### src/rtl/memory_access_pkg.sv
// Purpose : shared types for the memory-access pipeline stage: execute/memory
//           stage records, control fields, data-bus request/response and the
//           stage FSM encoding, plus two small helpers.
// Contents: msize_t, control_t, execute_data_t, memory_data_t, dbus_req_t,
//           dbus_resp_t, state_t, is_aligned(), pass_fields().
package memory_access_pkg;

  typedef enum logic [1:0] {
    MSIZE1 = 2'd0,
    MSIZE2 = 2'd1,
    MSIZE4 = 2'd2,
    MSIZE8 = 2'd3
  } msize_t;

  typedef struct packed {
    logic   regwrite;
    logic   memread;
    logic   memwrite;
    msize_t msize;
    logic   memunsigned;
  } control_t;

  typedef struct packed {
    logic        valid;
    logic [63:0] pc;
    logic [31:0] raw_instr;
    logic [4:0]  dst;
    control_t    ctl;
    logic [63:0] aluout;
    logic [63:0] memwd;
  } execute_data_t;

  typedef struct packed {
    logic        valid;
    logic [63:0] pc;
    logic [31:0] raw_instr;
    logic [4:0]  dst;
    control_t    ctl;
    logic [63:0] result;
    logic        misalign;
  } memory_data_t;

  typedef struct packed {
    logic        valid;
    logic [63:0] addr;
    logic [2:0]  size;
    logic [7:0]  strobe;
    logic [63:0] data;
  } dbus_req_t;

  typedef struct packed {
    logic        addr_ok;
    logic        data_ok;
    logic [63:0] data;
  } dbus_resp_t;

  typedef enum logic [1:0] {
    IDLE      = 2'd0,
    REQ       = 2'd1,
    WAIT_DATA = 2'd2
  } state_t;

  // An access is aligned when the byte offset is a multiple of its size.
  function automatic logic is_aligned(input logic [2:0] off, input msize_t sz);
    case (sz)
      MSIZE1:  return 1'b1;
      MSIZE2:  return (off[0] == 1'b0);
      MSIZE4:  return (off[1:0] == 2'b00);
      default: return (off == 3'b000);
    endcase
  endfunction

  // Builds a valid memory-stage record from the instruction identity fields.
  function automatic memory_data_t pass_fields(
    input logic [63:0] pc,
    input logic [31:0] raw_instr,
    input logic [4:0]  dst,
    input control_t    ctl,
    input logic [63:0] result,
    input logic        misalign
  );
    memory_data_t m;
    m.valid     = 1'b1;
    m.pc        = pc;
    m.raw_instr = raw_instr;
    m.dst       = dst;
    m.ctl       = ctl;
    m.result    = result;
    m.misalign  = misalign;
    return m;
  endfunction

endpackage

### src/rtl/memory_access_if.sv
// Purpose : data-bus interface between the memory-access stage (master) and
//           the memory slave.
// Signals : dreq  - request from the stage (valid, addr, size, strobe, data)
//           dresp - response from the slave (addr_ok, data_ok, data)
interface memory_access_if;
  import memory_access_pkg::*;

  dbus_req_t  dreq;
  dbus_resp_t dresp;

  modport master (output dreq, input  dresp);
  modport slave  (input  dreq, output dresp);
endinterface

### src/rtl/memory_access_memalign.sv
// Purpose : combinational byte-lane alignment for the data bus.
// Ports   : i_offset   - address bits [2:0]
//           i_msize    - access size
//           i_unsigned - zero-extend loads instead of sign-extending
//           i_wdata    - store data, right-justified
//           i_rdata    - raw 64-bit bus read data
//           o_strobe   - byte enables for the store lanes
//           o_wdata    - store data moved onto its byte lanes
//           o_rdata    - load data right-justified and extended
module memory_access_memalign
  import memory_access_pkg::*;
(
  input  logic [2:0]  i_offset,
  input  msize_t      i_msize,
  input  logic        i_unsigned,
  input  logic [63:0] i_wdata,
  input  logic [63:0] i_rdata,
  output logic [7:0]  o_strobe,
  output logic [63:0] o_wdata,
  output logic [63:0] o_rdata
);

  logic [5:0]  w_shift;
  logic [63:0] w_rshifted;
  logic [3:0]  w_nbytes;

  assign w_shift    = {i_offset, 3'b000};
  assign w_rshifted = i_rdata >> w_shift;
  assign o_wdata    = i_wdata << w_shift;
  assign w_nbytes   = 4'd1 << i_msize;

  // A lane is enabled when it falls in [offset, offset+size); lanes past
  // byte 7 simply drop off, matching a truncated left shift of the mask.
  genvar gi;
  generate
    for (gi = 0; gi < 8; gi++) begin : g_strobe
      assign o_strobe[gi] = (4'(gi) >= {1'b0, i_offset}) &&
                            (4'(gi) <  ({1'b0, i_offset} + w_nbytes));
    end
  endgenerate

  always_comb begin
    o_rdata = w_rshifted;
    case (i_msize)
      MSIZE1: o_rdata = {{56{w_rshifted[7]  & ~i_unsigned}}, w_rshifted[7:0]};
      MSIZE2: o_rdata = {{48{w_rshifted[15] & ~i_unsigned}}, w_rshifted[15:0]};
      MSIZE4: o_rdata = {{32{w_rshifted[31] & ~i_unsigned}}, w_rshifted[31:0]};
      default: o_rdata = w_rshifted;
    endcase
  end

endmodule

### src/rtl/memory_access.sv
// Purpose : memory-access pipeline stage. Passes non-memory instructions to
//           writeback with one cycle of latency, runs one data-bus
//           transaction per load/store and holds upstream while it is open.
// Ports   : clk      - clock, rising edge
//           reset    - asynchronous active-low reset
//           dataE    - execute-stage record
//           in_valid - dataE carries a new instruction this cycle
//           flush    - discard the in-flight instruction
//           busy     - upstream must hold dataE
//           dataM    - registered result towards writeback
//           dbus     - data-bus master port (dreq out, dresp in)
module memory_access
  import memory_access_pkg::*;
#(
  parameter bit ALIGN_CHECK = 1'b1,
  parameter int BUS_BYTES   = 8      // only 8 is supported
) (
  input  logic                   clk,
  input  logic                   reset,
  input  execute_data_t          dataE,
  input  logic                   in_valid,
  input  logic                   flush,
  output logic                   busy,
  output memory_data_t           dataM,
  memory_access_if.master        dbus
);

  state_t        r_state, w_state_next;
  execute_data_t r_hold,  w_hold_next;
  memory_data_t  r_datam, w_datam_next;

  logic        w_accept;
  logic        w_mem_op;
  logic        w_complete;
  logic [7:0]  w_strobe;
  logic [63:0] w_wdata;
  logic [63:0] w_rdata;

  assign w_accept = in_valid && dataE.valid && !flush;
  assign w_mem_op = dataE.ctl.memread || dataE.ctl.memwrite;
  assign dataM    = r_datam;

  // Alignment always works on the held instruction: the bus is only driven
  // from REQ/WAIT_DATA, where r_hold is the instruction in flight.
  memory_access_memalign u_memalign (
    .i_offset   (r_hold.aluout[2:0]),
    .i_msize    (r_hold.ctl.msize),
    .i_unsigned (r_hold.ctl.memunsigned),
    .i_wdata    (r_hold.memwd),
    .i_rdata    (dbus.dresp.data),
    .o_strobe   (w_strobe),
    .o_wdata    (w_wdata),
    .o_rdata    (w_rdata)
  );

  always_ff @(posedge clk or negedge reset) begin
    if (!reset) begin
      r_state <= IDLE;
      r_hold  <= '0;
      r_datam <= '0;
    end else begin
      r_state <= w_state_next;
      r_hold  <= w_hold_next;
      r_datam <= w_datam_next;
    end
  end

  // r_hold.valid doubles as the "keep result" flag: a flush after the bus
  // accepted the request clears it, so the data still arrives but is dropped.
  always_comb begin
    w_state_next = r_state;
    w_hold_next  = r_hold;
    w_datam_next = '0;
    w_complete   = 1'b0;
    busy         = 1'b0;
    dbus.dreq    = '0;

    unique case (r_state)
      IDLE: begin
        if (w_accept) begin
          if (!w_mem_op) begin
            w_datam_next = pass_fields(dataE.pc, dataE.raw_instr, dataE.dst,
                                       dataE.ctl, dataE.aluout, 1'b0);
          end else if (ALIGN_CHECK &&
                       !is_aligned(dataE.aluout[2:0], dataE.ctl.msize)) begin
            w_datam_next = pass_fields(dataE.pc, dataE.raw_instr, dataE.dst,
                                       dataE.ctl, dataE.aluout, 1'b1);
          end else begin
            w_hold_next  = dataE;
            w_state_next = REQ;
          end
        end
      end

      REQ: begin
        busy             = 1'b1;
        dbus.dreq.valid  = 1'b1;
        dbus.dreq.addr   = r_hold.aluout & ~(64'(BUS_BYTES) - 64'd1);
        dbus.dreq.size   = {1'b0, r_hold.ctl.msize};
        dbus.dreq.strobe = r_hold.ctl.memwrite ? w_strobe : 8'h00;
        dbus.dreq.data   = r_hold.ctl.memwrite ? w_wdata  : 64'h0;
        if (dbus.dresp.addr_ok) begin
          if (dbus.dresp.data_ok) begin
            w_complete = 1'b1;
          end else begin
            w_state_next = WAIT_DATA;
            if (flush) w_hold_next.valid = 1'b0;
          end
        end else if (flush) begin
          // Not yet accepted by the slave, so it is safe to withdraw.
          w_state_next = IDLE;
        end
      end

      WAIT_DATA: begin
        busy = 1'b1;
        if (dbus.dresp.data_ok) begin
          w_complete = 1'b1;
        end else if (flush) begin
          w_hold_next.valid = 1'b0;
        end
      end

      default: w_state_next = IDLE;
    endcase

    if (w_complete) begin
      w_state_next = IDLE;
      if (r_hold.valid && !flush) begin
        w_datam_next = pass_fields(r_hold.pc, r_hold.raw_instr, r_hold.dst,
                                   r_hold.ctl,
                                   r_hold.ctl.memread ? w_rdata : r_hold.aluout,
                                   1'b0);
      end
    end
  end

endmodule

### src/flat_wrapper.sv
// flat-port wrapper written by rule: the top's interface ports become plain ports
module memory_access_flat import memory_access_pkg::*;
#(
  parameter bit ALIGN_CHECK = 1'b1,
  parameter int BUS_BYTES   = 8                            
)
  (clk, reset, dataE, in_valid, flush, busy, dataM, dbus_dreq, dbus_dresp);
  memory_access_if dbus_i ();
  input  logic clk;
  input  logic reset;
  input  execute_data_t dataE;
  input  logic in_valid;
  input  logic flush;
  output logic busy;
  output memory_data_t dataM;
  output wire logic [$bits(dbus_i.dreq)-1:0] dbus_dreq;
  input wire logic [$bits(dbus_i.dresp)-1:0] dbus_dresp;
  assign dbus_dreq = dbus_i.dreq;
  assign dbus_i.dresp = dbus_dresp;
  memory_access #(.ALIGN_CHECK(ALIGN_CHECK), .BUS_BYTES(BUS_BYTES)) u_core (.clk(clk), .reset(reset), .dataE(dataE), .in_valid(in_valid), .flush(flush), .busy(busy), .dataM(dataM), .dbus(dbus_i));
endmodule
### config.mk
export PLATFORM = sky130hd
export DESIGN_NAME = memory_access_flat
export DESIGN_NICKNAME = d
export VERILOG_FILES = /design/src/rtl/memory_access_pkg.sv /design/src/rtl/memory_access_if.sv /design/src/rtl/memory_access_memalign.sv /design/src/rtl/memory_access.sv /design/src/flat_wrapper.sv
export SDC_FILE = /design/constraint.sdc
export NUM_CORES = 1
export LEC_CHECK = 0
export ABC_AREA = 1
export CAP_MARGIN = 0
export CORE_AREA = 2 2 240 242
export CTS_CLUSTER_DIAMETER = 150
export DETAILED_ROUTE_END_ITERATION = 10
export DIE_AREA = 0 0 242 244
export PLACE_DENSITY_LB_ADDON = 0.3
export SLEW_MARGIN = 15
export SYNTH_ARGS = -nofsm -noshare
export SYNTH_HDL_FRONTEND = slang
export SYNTH_HIERARCHICAL = 1
export SYNTH_SLANG_ARGS = --single-unit
### constraint.sdc
create_clock -name clk -period 2.5 [get_ports clk]
set_input_delay 0.375 -clock clk [delete_from_list [all_inputs] [get_ports clk]]
set_output_delay 0.375 -clock clk [all_outputs]
set_load 0.005 [all_outputs]
# Word-level counts from Yosys, hierarchy flattened

Index checks and enable logic that the tools add are counted.

Equal/unequal tests: 16
$lt $le $gt $ge: 15
Shift-type cells: 3
Bitwise operators: 5
Reduce and logical (&&, ||, !) cells: 22
Add/sub/neg operators: 1
Multiplexer cells: 34

Operators with widths:

| operator           | count |
|---|---|
| $mux 173           | 6 |
| $mux 236           | 3 |
| $pmux 64 s3        | 1 |
| $mux 140           | 1 |
| $mux 64            | 2 |
| $shl 64x6->64      | 1 |
| $shr 64x6->64      | 1 |
| $lt 3x4->1 const A | 4 |
| $mux 2             | 7 |
| $logic_and 1x1->1  | 10 |
| $ge 3x3->1 const A | 3 |
| $mux 1             | 9 |
| $ne 3x1->1 const B | 3 |
| $logic_not 2->1    | 4 |
| $lt 1x4->1 const A | 2 |
| $lt 2x4->1 const A | 2 |
| $mux 8             | 1 |
| $ne 2x1->1 const B | 4 |
| $ne 4x3->1 const B | 2 |
| $eq 2x1->1 const B | 3 |
| $eq 2x2->1 const B | 3 |
| $ge 1x3->1 const A | 2 |
| $ge 2x3->1 const A | 2 |
| $pmux 1 s3         | 2 |
| 15 further kinds   | 18 |

Word-level logic and storage cells: 119
Input bits: 306
Output and inout port bits: 314
Flip-flop bits (word level): 411

# Longest topological paths before layout

Gate-level depths: netlist of the first run.

Depth after elaboration: 11
Depth in mapped cells: 16
Gate-level depth less buffers: 15

# Cells and area by module

The synthesis of the first run kept the hierarchy.

Modules (own cells, without submodules):

| module                 | area each (um^2) | cells an instance | instances | sequential area each (um^2) |
|---|---|---|---|---|
| memory_access          | 17,668.2         | 2,162             | 1         | 10,284.9 |
| memory_access_memalign | 3,922.5          | 841               | 1         | 0.0 |

# Worst setup path after synthesis of the first run

OpenSTA, ideal clock, no wires.

Path type: register -> output
Start: reg u_core/r_hold[130] in the netlist's numbering
End: out dbus_dreq[70]
Arrival: 1.712 ns
Setup slack: 0.413 ns
Data required time: 2.125 ns
Path buffers: 1
Stages on the path, launching flop included: 16
Cell sequence: dfrtp_1 -> buf_4 -> inv_2 -> nand2_1 -> nand2_1 -> nand2_1 -> ha_1 -> inv_1 -> nand2_1 -> nand2_1 -> nand2_1 -> inv_1 -> nand3_1 -> a21oi_1 -> inv_1 -> nor2_1

Longest elaborated chain between the ends: 6

Ends and longest elaborated chain:

| what                     | line                         | RTL |
|---|---|---|
| start: declaration       | memory_access.sv:29          | `execute_data_t r_hold, w_hold_next;` |
| start signal: assignment | memory_access.sv:63          | `r_hold <= w_hold_next;` |
| $shl 1x2->4              | memory_access_memalign.sv:30 | `assign w_nbytes = 4'd1 << i_msize;` |
| $add 3x4->4              | memory_access_memalign.sv:38 | `(4'(gi) < ({1'b0, i_offset} + w_nbytes));` |
| $lt 3x4->1               | memory_access_memalign.sv:38 |  |
| $logic_and 1x1->1        | memory_access_memalign.sv:37 | `assign o_strobe[gi] = (4'(gi) >= {1'b0, i_offset}) &&` |
| via u_core.w_strobe[6]   | memory_access.sv:35          | `logic [7:0] w_strobe;` |
| $mux 8                   | memory_access.sv:100         | `dbus.dreq.strobe = r_hold.ctl.memwrite ? w_strobe : 8'h00;` |
| $mux 140                 | memory_access.sv:78          | `unique case (r_state)` |
| end: declaration         | flat_wrapper.sv:16           | `output wire logic [$bits(dbus_i.dreq)-1:0] dbus_dreq;` |

The timed path passes the listed nets, and every way through them passes these cells.

# Final worst setup path of the first run

Start: reg u_core/r_hold[130] in the netlist's numbering
End: out dbus_dreq[68]

The elaborated chain is that of the path after synthesis.

==> results of run 1 <==
-- how the worst min path moves through the flow --
stage	slack, ps	to	cells past startpoint	from
after floorplan	80	u_core/dataM[0]	0	reset
after global placement	370	u_core/r_hold[112]	1	reset
after detailed placement	380	u_core/r_hold[112]	1	reset
after CTS	300	u_core/r_hold[11]	3	dataE[11]
after global routing	320	u_core/r_hold[46]	3	dataE[46]
final	320	u_core/r_hold[11]	3	dataE[11]
-- cells in the mapped netlist --
cell,instances
nand3_2,1
nor3_1,1
ha_1,5
conb_1,1
o21ai_2,2
a32oi_1,2
buf_4,14
nand3_1,59
o21ai_1,106
nand3b_1,1
buf_1,5
dfrtp_1,411
buf_2,87
nor2_1,141
nand4_1,35
o21ai_0,182
inv_1,204
a22oi_1,1
o22ai_1,5
buf_6,12
a21oi_1,28
nor2_4,3
o311ai_0,8
nand2_2,2
nand2_1,1401
o211ai_2,1
or2_2,68
o211ai_1,86
inv_2,11
clkbuf_1,96
o221ai_1,19
nor2_2,5
-- sequential cells by signal, indices dropped and copies added (netlist names) --
name and count:
u_core/r_hold 236, u_core/r_state 2, u_core/dataM 173
-- through the flow --
step,hold slack [ps],std cells,power [mW],setup TNS (ps)
finish,324.5,4525,39.29,-9258
global route,321.2,4522,41.08,-18240
CTS,298.0,4484,35.66,-14760
detailed placement,375.7,4320,24.29,-1177
global placement,372.4,4320,24.16,-1346
floorplan,79.41,3006,17.72,0
-- cells by family after synthesis --
| family | Yosys count | synth area share, % |
|---|---|---|
| other | 1 | 0.01737 |
| buffers and inverters | 429 | 8.623 |
| AO/OA/AOI/OAI | 440 | 11.81 |
| flip-flops | 411 | 47.64 |
| AND/OR/NAND/NOR | 1717 | 31.62 |
| adder cells (fa/ha/maj) | 5 | 0.2898 |
-- critical path, delay by kind of cell (launching register included) --
family / cells / cell delay (ps)
simple gates: 9 / 690
flops: 1 / 480
buf+inv: 6 / 450
fa+ha+maj: 1 / 160
-- metal layers --
layer  up-vias  track usage [%]  share of wire, %
li1      10900                -                 -
met1     11430            39.44                39
met2      1400            50.79                47
met3       331            5.246               8.5
met4         4            14.03               5.5
met5         -                0             0.024
-- power groups by stage --
stage / combinational (mW) / clock (mW) / sequential [mW]
3_3_place_gp: 14.3 / 0 / 9.88
6_report: 21.6 / 7.54 / 10.1
2_1_floorplan: 8.24 / 0 / 9.48
5_1_grt: 22.9 / 7.91 / 10.3
4_1_cts: 18.1 / 7.65 / 9.94
3_5_place_dp: 14.4 / 0 / 9.91
-- cell type report --
class | count | area (um2) | share of cell area, %
tap | 756 | 945.9 | 2.761
clock inverter | 18 | 334.1 | 0.9752
multi-input combinational | 2166 | 11060 | 32.29
inverter | 215 | 842.1 | 2.458
sequential | 411 | 10290 | 30.05
antenna | 11 | 27.53 | 0.08036
clock buffer | 68 | 1354 | 3.952
timing repair buffer | 880 | 9397 | 27.43
-- repair_timing --
action | 4_1_cts | 5_1_grt
hold buffers | 1 | 0
pin swaps | 107 | 168
buffers inserted | 60 | 30
cloned | 23 | 9
setup endpoints to repair | 142 | 178
hold endpoints to repair | 43 | 0
resized for setup | 611 | 439
==> summary.md, run 1 <==
| Metric | Value |
|---|---|
| Fillcell total | 4,858 |
| Worst Path Max Fanout | 4 |
| H-Tree Depth | 2 |
| DRC Markers | 0 |
| Startpoint types | register |
| Die height | 244 um |
| Die area | 0.05905 mm2 |
| CP max-delay cell | dfrtp_2 |
| Launch point of the critical path | u_core/r_hold[130] |
| Total gr overflow | 0 |
| Total track usage | 30.70% |
| Max frequency | 0.3615 GHz |
| Via density | 5.318 |
| RSZ-0062 raised after global routing | true |
| Synth Area per Inst | 7.190 um2 |
| Critical Path AT | 2390 ps |
| Hold Crit Class | in -> reg |
| Crit path to | dbus_dreq[68] |
| Max-slew violation count | 0 |
| Final #Nets | 4,031 |
| Setup CP Type | reg -> out |
| Crit path cell chain | inv_4 > nand2_4 > nand2_4 > nand2_4 > ha_4 > inv_2 > nand4_1 > nand2_4 > buf_6 > inv_4 > nand2_1 > nor2_1 > nor2_1 > inv_1 > nor2_1 > buf_2 |
| Synthesized area | 0.02159 mm2 |
| Synth-to-layout area growth | 58.66% |
| CTS tree | done |
| Final Hold Viols | 0 |
| Syn. warnings | 6 |
| Cells after Synth | 3,003 |
| Via count | 24,060 |
| Pleak | 17.31 nW |
| Final WS setup | -266.4 ps |
| # rows | 87 |
| Clock-pin slew on the worst setup and hold paths | 60 ps |
| Drt pass-1 iters | 8 |
| Run status | finished, violations left |
| Post-route cell area | 0.03426 mm2 |
| Total clock sinks | 411 |
| Commonest non-fill, non-tap cell in the layout | nand2_1 |
| WL final | 96.54 mm |
| Wire per inst | 21.33 um |
| VDD IR max | 0.0005718 V |
| Worst-margin pin slew | 825.8 ps |
| RR Endpoint | u_core/dataM[46] |
| Pwr Density | 1147 mW/mm2 |
| Synth top area share | 47.64% |
| Clk pwr share | 19.2% |
| Worst r2r src | u_core/r_hold[64] |
| Clock latency on the worst-skew pair | 590 ps |
| Crit end category | output pin |
| Max Cap Violations | 0 |
| Yosys reg bits | 411 |
| Initial Util | 38.44% |
| Max clock buf depth | 3 |
| Max_slew headroom | 44.95% |
| Most frequent cells in the layout | nand2_1 (1,292), clkdlybuf4s50_1 (477), dfrtp_1 (405), inv_1 (179), o21ai_1 (169) |
| Critical path data required time | 2120 ps |
| Synth area leaders | dfrtp_1 (48%), nand2_1 (24%), o21ai_0 (4.2%) |
| Register area share after synthesis | 47.64% |
| Failing checks | negative setup slack |
| Final setup vio count | 94 |
| Largest net degree at the start of global routing | 103 |
| Flop-to-flop setup slack | -120 ps |
| Synth cell types | 32 |
| Worst Skew | 17.87 ps |
| Worst path max stage delay | 480 ps |
| Min Tclk post-route | 2766 ps |
| Antenna Nets Post-Route | 0 |
| Net Switching | 16.17 mW |
| Port bufs | 615 |
| Place WS | -71.19 ps |
| Antenna violations before repair | 11 |
| Vias in the first global route | 22,720 |
| Final GP Congestion | 1.015 |
| CTS Buf Count | 46 |
| Global-route wire length before repair | 140.1 mm |
| Proportion of layout cells with a drive suffix above 1 | 21.18% |
| Hpwl dp | 63.45 mm |
| FF-to-FF path depth | 19 |
| Seq pwr share | 25.7% |
| Final Core Density | 60.99% |
| Width of the die | 242 um |
| Dpl cell area | 0.02943 mm2 |
| DRT iter0 DRCs | 2,637 |
| P_int | 23.13 mW |
| # IOs | 620 |
| Tcrit/Tclk final | 110.7% |
| Comb power frac | 55.1% |
| Root Buffer | clkbuf_16 |
| Area leader, netlist | dfrtp_1 |
| Most frequent CP cell | nand2_4 |
| Switching share of total power | 41.15% |
| Core area | 0.05617 mm2 |
(Power assumes the default switching activity.)
==> inputs of run 2 (changes only) <==
--- a/config.mk
+++ b/config.mk
@@ -11,6 +11,7 @@
 export CTS_CLUSTER_DIAMETER = 150
 export DETAILED_ROUTE_END_ITERATION = 10
 export DIE_AREA = 0 0 242 244
+export HOLD_SLACK_MARGIN = 0.03
 export PLACE_DENSITY_LB_ADDON = 0.3
 export SLEW_MARGIN = 15
 export SYNTH_ARGS = -nofsm -noshare
==> results of run 2 <==
Same layout as run 1: the final DEF is identical, and so are final timing and power.
